--- config.mk ---
export PLATFORM = sky130hd
export DESIGN_NAME = fetch_queue
export DESIGN_NICKNAME = d
export VERILOG_FILES = /design/src/rtl/fetch_queue.sv
export SDC_FILE = /design/constraint.sdc
export NUM_CORES = 1
export LEC_CHECK = 0
export CAP_MARGIN = 5
export CORE_MARGIN = 2
export CORE_UTILIZATION = 40
export CTS_CLUSTER_DIAMETER = 150
export DETAILED_ROUTE_END_ITERATION = 8
export SLEW_MARGIN = 5
export SYNTH_ARGS = -nofsm -noshare
export SYNTH_HDL_FRONTEND = slang
export SYNTH_SLANG_ARGS = --single-unit
--- constraint.sdc ---
create_clock -name clk -period 2 [get_ports clk]
set_input_delay 0.4 -clock clk [delete_from_list [all_inputs] [get_ports clk]]
set_output_delay 0.4 -clock clk [all_outputs]
set_load 0.01 [all_outputs]
--- src/rtl/fetch_queue.sv ---
// Instruction fetch front end: PC generation, 1-cycle synchronous imem requests and an
// in-order bundle FIFO feeding decode, flushed and re-steered by branch/jump redirects.
module fetch_queue #(
  parameter int unsigned     PC_W     = 15,
  parameter int unsigned     INST_W   = 64,
  parameter int unsigned     DEPTH    = 4,
  parameter logic [PC_W-1:0] RESET_PC = '0
) (
  input  logic              clk,
  input  logic              rstn,
  input  logic              stall,
  input  logic              npc_enn,
  input  logic [PC_W-1:0]   jump_target,
  output logic              imem_en,
  output logic [PC_W-1:0]   imem_addr,
  input  logic [INST_W-1:0] imem_rdata,
  output logic              if_valid,
  output logic [PC_W-1:0]   if_pc,
  output logic [INST_W-1:0] if_inst
);

  localparam int unsigned PTR_W = $clog2(DEPTH);
  localparam int unsigned CNT_W = $clog2(DEPTH + 1);

  logic [PC_W-1:0]                r_fetch_pc;
  logic [PC_W-1:0]                r_resp_pc;
  logic                           r_inflight;
  logic [DEPTH-1:0][PC_W-1:0]     r_mem_pc;
  logic [DEPTH-1:0][INST_W-1:0]   r_mem_inst;
  logic [PTR_W-1:0]               r_rd_ptr;
  logic [PTR_W-1:0]               r_wr_ptr;
  logic [CNT_W-1:0]               r_count;

  logic                           w_pop;
  logic                           w_wr;
  logic                           w_issue;
  logic [CNT_W:0]                 w_used;
  logic [CNT_W-1:0]               w_count_nxt;

  // Credit = queued entries plus the response still on its way back.
  assign w_used    = {1'b0, r_count} + (CNT_W + 1)'(r_inflight);
  assign w_issue   = npc_enn | (w_used < (CNT_W + 1)'(DEPTH));
  assign w_pop     = if_valid & ~stall & ~npc_enn;
  assign w_wr      = r_inflight & ~npc_enn;

  assign imem_en   = w_issue;
  assign imem_addr = npc_enn ? jump_target : r_fetch_pc;

  assign if_valid  = (r_count != '0);
  assign if_pc     = r_mem_pc[r_rd_ptr];
  assign if_inst   = r_mem_inst[r_rd_ptr];

  always_comb begin
    w_count_nxt = r_count;
    if (w_wr && !w_pop) begin
      w_count_nxt = r_count + CNT_W'(1);
    end else if (!w_wr && w_pop) begin
      w_count_nxt = r_count - CNT_W'(1);
    end
  end

  always_ff @(posedge clk or negedge rstn) begin
    if (!rstn) begin
      r_fetch_pc <= RESET_PC;
      r_resp_pc  <= '0;
      r_inflight <= 1'b0;
      r_mem_pc   <= '0;
      r_mem_inst <= '0;
      r_rd_ptr   <= '0;
      r_wr_ptr   <= '0;
      r_count    <= '0;
    end else begin
      if (w_issue) begin
        r_fetch_pc <= imem_addr + PC_W'(1);
        r_resp_pc  <= imem_addr;
      end
      r_inflight <= w_issue;
      if (w_wr) begin
        r_mem_pc[r_wr_ptr]   <= r_resp_pc;
        r_mem_inst[r_wr_ptr] <= imem_rdata;
      end
      if (npc_enn) begin
        r_rd_ptr <= '0;
        r_wr_ptr <= '0;
        r_count  <= '0;
      end else begin
        if (w_wr) begin
          r_wr_ptr <= r_wr_ptr + PTR_W'(1);
        end
        if (w_pop) begin
          r_rd_ptr <= r_rd_ptr + PTR_W'(1);
        end
        r_count <= w_count_nxt;
      end
    end
  end

endmodule
==> results of run 1 <==
## power by group through the flow
stage	clock (W)	combinational [W]	sequential (W)
finish	0.00747	0.0149	0.0127
global route	0.00802	0.0160	0.0132
global placement	0	0.0142	0.0127
CTS	0.00770	0.0149	0.0127
detailed placement	0	0.0145	0.0128
floorplan	0	0.00887	0.0121
## layout by cell type, fill, tap and decap left out, types with 6 or more instances in the layout
master           instances
buf_2                   20
a21oi_1                 12
inv_1                   10
clkbuf_8                 8
xor2_1                   6
buf_4                   85
dfrtp_1                349
clkdlybuf4s50_1         80
xnor2_1                  9
nand2_1                 19
clkbuf_16               41
mux4_2                  79
dlygate4sd2_1           13
nand3_1                  6
nor2_1                  41
buf_6                   66
mux2_2                 326
buf_12                  34
clkbuf_1                12
## per-layer routing
layer / GRT usage / vias up / wire length [um]
met2: 0.295 / 165 / 17100
met5: 0 / - / 0
met3: 0.0319 / 56 / 1360
met1: 0.253 / 4827 / 16400
li1: - / 4199 / -
met4: 0.0558 / 0 / 809
## worst register-to-register path: cells and delay by family, from the launching register on
| kind | cells | cell delay, ns |
|---|---|---|
| adders and majority gates | 1 | 0.24 |
| DFF | 1 | 0.44 |
| AOI/OAI and AO/OA | 1 | 0.06 |
| and+or+nand+nor | 5 | 1.04 |
## state kept, by name, indices dropped and copies added, names as in the netlist
name	cells
r_count	3
r_fetch_pc	15
r_inflight	1
r_mem_inst	256
r_mem_pc	60
r_rd_ptr	2
r_resp_pc	15
r_wr_ptr	2
## what timing repair did
action | CTS | global route
endpoints found under the hold margin | 45 | 0
gates cloned | 4 | 0
resized for setup | 419 | 29
hold buffers | 1 | 0
buffers inserted | 21 | 9
setup endpoints to repair | 96 | 89
## final cells by class
class / instances / area (um2)
Timing Repair Buffer: 305 / 3200
Multi-Input combinational cell: 554 / 6460
Inverter: 10 / 37.5
Clock buffer: 61 / 1180
Tap cell: 518 / 648
Clock inverter: 10 / 160
Sequential cell: 354 / 8870
Fill cell: 3305 / 18200
Antenna cell: 1 / 2.50
## logic make-up after synthesis
group,count (synthesis)
muxes,412
DFF,354
and+or+nand+nor,92
buffers and inverters,72
AOI/OAI and AO/OA,29
xor gates and xnor gates,15
adders and majority gates,6
## final timing paths
path | startpoint | to | depth (start not counted) | slack, ns
max | r_rd_ptr[0] | if_inst[38] | 5 | -0.49
min | rstn | r_mem_inst[36] | 2 | 0.39
max reg2reg | r_count[1] | r_count[2] | 7 | 0.10
min reg2reg | r_mem_inst[189] | r_mem_inst[189] | 1 | 0.50
max in group asynchronous | rstn | r_mem_inst[66] | 3 | 0.87
min in group clk | npc_enn | r_count[1] | 4 | 0.44
## metrics by stage
step	cell area (um2)	worst slack (ns)	cells	hold WS (ns)
6_report	20600	-0.493	1813	0.388
5_1_grt	20600	-0.560	1813	0.431
4_1_cts	20500	-0.567	1807	0.379
3_5_place_dp	18900	-0.465	1712	0.387
3_3_place_gp	18900	-0.450	1712	0.388
2_1_floorplan	15700	0.00465	980	0.104
==> run metrics, run 1 <==
IO Pins=179; DRC=0; post-synthesis compound-gate area fraction=0.0118; fin crit share=1.25; TritonRoute pass-1 iters=4; core outline area=0.0387 mm2; post-synthesis sequential area ratio=0.564; Total Negative Setup Slacks=-30.14 ns; TritonCTS clock tree=yes; Gate power share=0.424; number of enable flip-flop cells after synthesis=0; Async SR Flop Fraction=1.00; Critical Path Sink Type=output port; Root Driver=clkbuf_16; Ys Warns=0; Synth area leaders=dfrtp_1 56%, mux2_2 23%, mux4_2 11%; cell count after synthesis=980; switching pwr=slightly above 0.01 W; DR WL/cell=19.6 um; H-tree level count=2; Final Hold Violating Endpoints=0; Hold Crit Class=in2async; Internal Power=~0.025 W; CP most frequent cell=buf_12; CP max stage cell=dfrtp_4; Commonest cells post-synth=354 x dfrtp_1, 327 x mux2_2, 79 x mux4_2; drt total wl=35.6 mm; largest family of logic cells by synthesized area=multiplexers; Yosys top cell area share=0.564; synthesized area=approximately 0.016 mm2; Max Slew Vio Count=0; Clk pwr share=0.213; Max Buffers Root-to-Sink=3; LEAKAGE=8.83 nW; initial antenna violation count=1; syn_nets=between 1000 and 1500; endpoints failing setup=79; Adder-Cell Fraction of Synth Area=0.00526; Fmax=401 MHz; Port-buffer cells=178; crit-path cells=buf_12 -> buf_12 -> buf_12 -> mux4_2 -> buf_6; min Tclk post-route=roughly 2.5 ns; overall power=between 0.03 and 0.04 W; most common cell in the netlist=dfrtp_1; Flop pwr share=0.363; initial core utilization=0.405; Worst-path clk slew=about 0.060 ns; full die area=0.0409 mm2; maxcap violations=0; Final #Nets=1354; vias in the first global route=between 10000 and 15000; largest area contributor in the netlist=dfrtp_1; outcome=complete, but fails checks; gpl congestion=0.789; CP Launch Type=flip-flop; Layout Utilization=0.531; Post-Synth Simple-Gate Area=0.0320; Power Dens Cells=about 1700 mW/mm2; CP Data Required Time=1.60 ns; Num CTS Buffers=40; Largest delay share family, worst path=buffers and inverters; routed vias=9247; clk sink count=354; Synth Area per Inst=16.0 um2; CP arrival=2.09 ns; multiplexer share of the synthesized area=0.352; Detail Route Antenna Nets=0; Setup CP Type=reg2out; Placement Rows=72; buffers and inverters on the worst path=4; RSZ-0062 raised after global routing=true; first-pass GRT wire length=58.0 mm; Vias per Instance=a little over 5; share of layout cells above drive strength 1=0.539; setup ws final=-0.493 ns; pin count of the biggest net entering global routing=58; Post-Synth XOR/XNOR Area=0.00837; starting DRC count in detailed routing=about 380; Synth Register Bits=354; Rel. slew slack=0.653; Area Overhead vs Synth=30.9%; failing checks=negative setup slack; Clk Latency, worst-skew pair=0.55 ns; Die Span Y=202 um; Sw Share=0.296; Setup Skew=0.0180 ns; Die Width=202 um; maximum vdd drop=0.856 mV; Total GRT Usage=0.182; ys flop type=dfrtp_1; maximum fanout along the worst path=7; Synth cell types=43; DP HPWL=between 20 and 25 mm; Congestion Overflow GR=0; Max stage delay on crit path=0.52 ns; worst-margin pin slew=0.520 ns
(Power assumes the default switching activity.)
==> run 2: changes to the inputs <==
--- a/config.mk
+++ b/config.mk
@@ -7,9 +7,10 @@
 export LEC_CHECK = 0
 export CAP_MARGIN = 5
 export CORE_MARGIN = 2
-export CORE_UTILIZATION = 40
+export CORE_UTILIZATION = 51
 export CTS_CLUSTER_DIAMETER = 150
 export DETAILED_ROUTE_END_ITERATION = 8
+export PLACE_DENSITY = 0.76
 export SLEW_MARGIN = 5
 export SYNTH_ARGS = -nofsm -noshare
 export SYNTH_HDL_FRONTEND = slang
==> run 2 against run 1 <==
The run still ends with negative setup slack left. Highest routed layer unchanged. Worst hold slack better by 0.0045 ns. Via count is 1.0% lower. Design area is 2.0% lower. Utilization is 13 points higher. Sequential share of layout area is 0.90 points higher. Global-route usage is 3.3 points higher. Count of clock-buffer cells in the layout is 5 lower. Sequential power hardly changed. Combinational power hardly changed.
==> run metrics, run 2 (synthesis results as in run 1) <==
outcome=complete, but fails checks; failing checks=negative setup slack; Largest Register=r_mem_inst; Die Width=179 um; Hold Crit Class=in2async; GR Util met2=0.354; Power Dens Cells=1700 mW/mm2; worst reg2reg path startpoint=r_count[0]; GR peak layer=met2; IO Pins=179; Port-buffer cells=around 180; final-layout fill cell count=2082; crit-path cells=buf_6 -> buf_12 -> buf_8 -> buf_6 -> mux4_2 -> buf_6; Max Slew Vio Count=0; pin count of the biggest net entering global routing=66; CP Launch Type=flip-flop; fin crit share=1.25; FF+latch area=about 0.0089 mm2; crit path launch=r_rd_ptr[0]; RSZ-0062 raised after global routing=true; Max Buffers Root-to-Sink=3; Congestion Overflow GR=0; multi-input logic area=0.00647 mm2; Setup CP Type=reg2out; Layout Cells excl Fill=about 1700; Largest register FFs=256; maximum fanout along the worst path=5; Largest delay share family, worst path=buffers and inverters; Worst-path clk slew=0.05 ns; H-tree level count=2; Max stage delay on crit path=0.51 ns; pre-CTS setup slack=-0.588 ns; DR WL/cell=20.4 um; setup ws final=-0.507 ns; routed vias=9154; LEAKAGE=8.65 nW; Clk Latency, worst-skew pair=0.52 ns; Detail Route Antenna Nets=0; Min Hold Slack=0.393 ns; Final #Nets=1326; first-pass GRT wire length=roughly 56 mm; dpl cells=between 1500 and 2000; starting DRC count in detailed routing=467; min Tclk post-route=2.51 ns; Root Driver=clkbuf_16; full die area=~0.032 mm2; GR Util met1=0.304; most frequent cells in the layout=349 x dfrtp_1, 327 x mux2_2, 80 x clkdlybuf4s50_1; TritonCTS clock tree=yes; clk sink count=354; drt total wl=between 30 and 40 mm; Placement Rows=64; CP max stage cell=dfrtp_4; maximum vdd drop=0.965 mV; Vias per Instance=~5.5; gpl congestion=0.807; initial antenna violation count=0; largest registers=r_mem_inst x256, r_mem_pc x60; Layout Utilization=0.662; DP HPWL=21.5 mm; Critical Path Sink Type=output port; antenna cells=0; worst-margin pin slew=~0.45 ns; CP most frequent cell=buf_6; CP arrival=2.11 ns; Final Hold Violating Endpoints=0; maxcap violations=0; CP Data Required Time=1.60 ns; Fmax=399 MHz; buffers and inverters on the worst path=5; Rel. slew slack=0.700; vias in the first global route=10100; DRC=0; Die Span Y=179 um; commonest non-fill, non-tap cell in the layout=dfrtp_1; met3 usage=0.0363; initial core utilization=0.516; Setup Skew=between 0.02 and 0.025 ns; TritonRoute pass-1 iters=4; share of layout cells above drive strength 1=0.531; core outline area=between 0.03 and 0.04 mm2; Area Overhead vs Synth=28.2%; Total GRT Usage=0.215; endpoints failing setup=79; Num CTS Buffers=39
==> run 2: cell type report <==
cell class,count,share of cell area
Clock inverter,8,0.00217
Timing Repair Buffer,278,0.155
Tap cell,396,0.0246
Sequential cell,354,0.441
Inverter,10,0.00186
Multi-Input combinational cell,554,0.321
Clock buffer,56,0.0551
==> run 2: power by group <==
group	switching (W)	total, W	internal [W]
Combinational	0.00560	0.0149	0.00934
Sequential	0.00199	0.0128	0.0108
Clock	0.00271	0.00653	0.00383
==> run 2: stage by stage <==
step | total power, W | TNS [ns] | cell area (um2)
3_5_place_dp | 0.0269 | -96.11 | 18500
6_report | 0.0343 | -31.21 | 20100
3_3_place_gp | 0.0264 | -91.39 | 18500
2_1_floorplan | 0.0209 | 0 | 15700
5_1_grt | 0.0363 | -35.48 | 20100
4_1_cts | 0.0341 | -35.90 | 20000
==> run 2: timing repair <==
| item | in CTS | in global routing |
|---|---|---|
| gates cloned | 6 | 0 |
| resized for setup | 433 | 43 |
| pin swaps | 1 | 1 |
| setup endpoints to repair | 97 | 82 |
| hold endpoints to repair | 40 | 0 |
| hold buffers | 1 | 0 |
| setup buffers | 20 | 3 |
==> run 2: final timing paths <==
| path | slack [ns] | end | depth (start not counted) |
|---|---|---|---|
| setup / recovery | -0.51 | if_inst[4] | 6 |
| hold / removal | 0.39 | r_mem_inst[105] | 2 |
| setup reg to reg | 0.06 | r_count[2] | 7 |
| hold reg to reg | 0.50 | r_mem_inst[185] | 1 |
| max in group asynchronous | 0.87 | r_fetch_pc[3] | 3 |
| min in group clk | 0.50 | r_mem_inst[185] | 1 |
==> run 2: metal layers <==
metal,vias up,wire (um)
met5,-,0
met3,56,1460
met2,192,16500
met4,0,580
met1,4785,15200
li1,4121,-
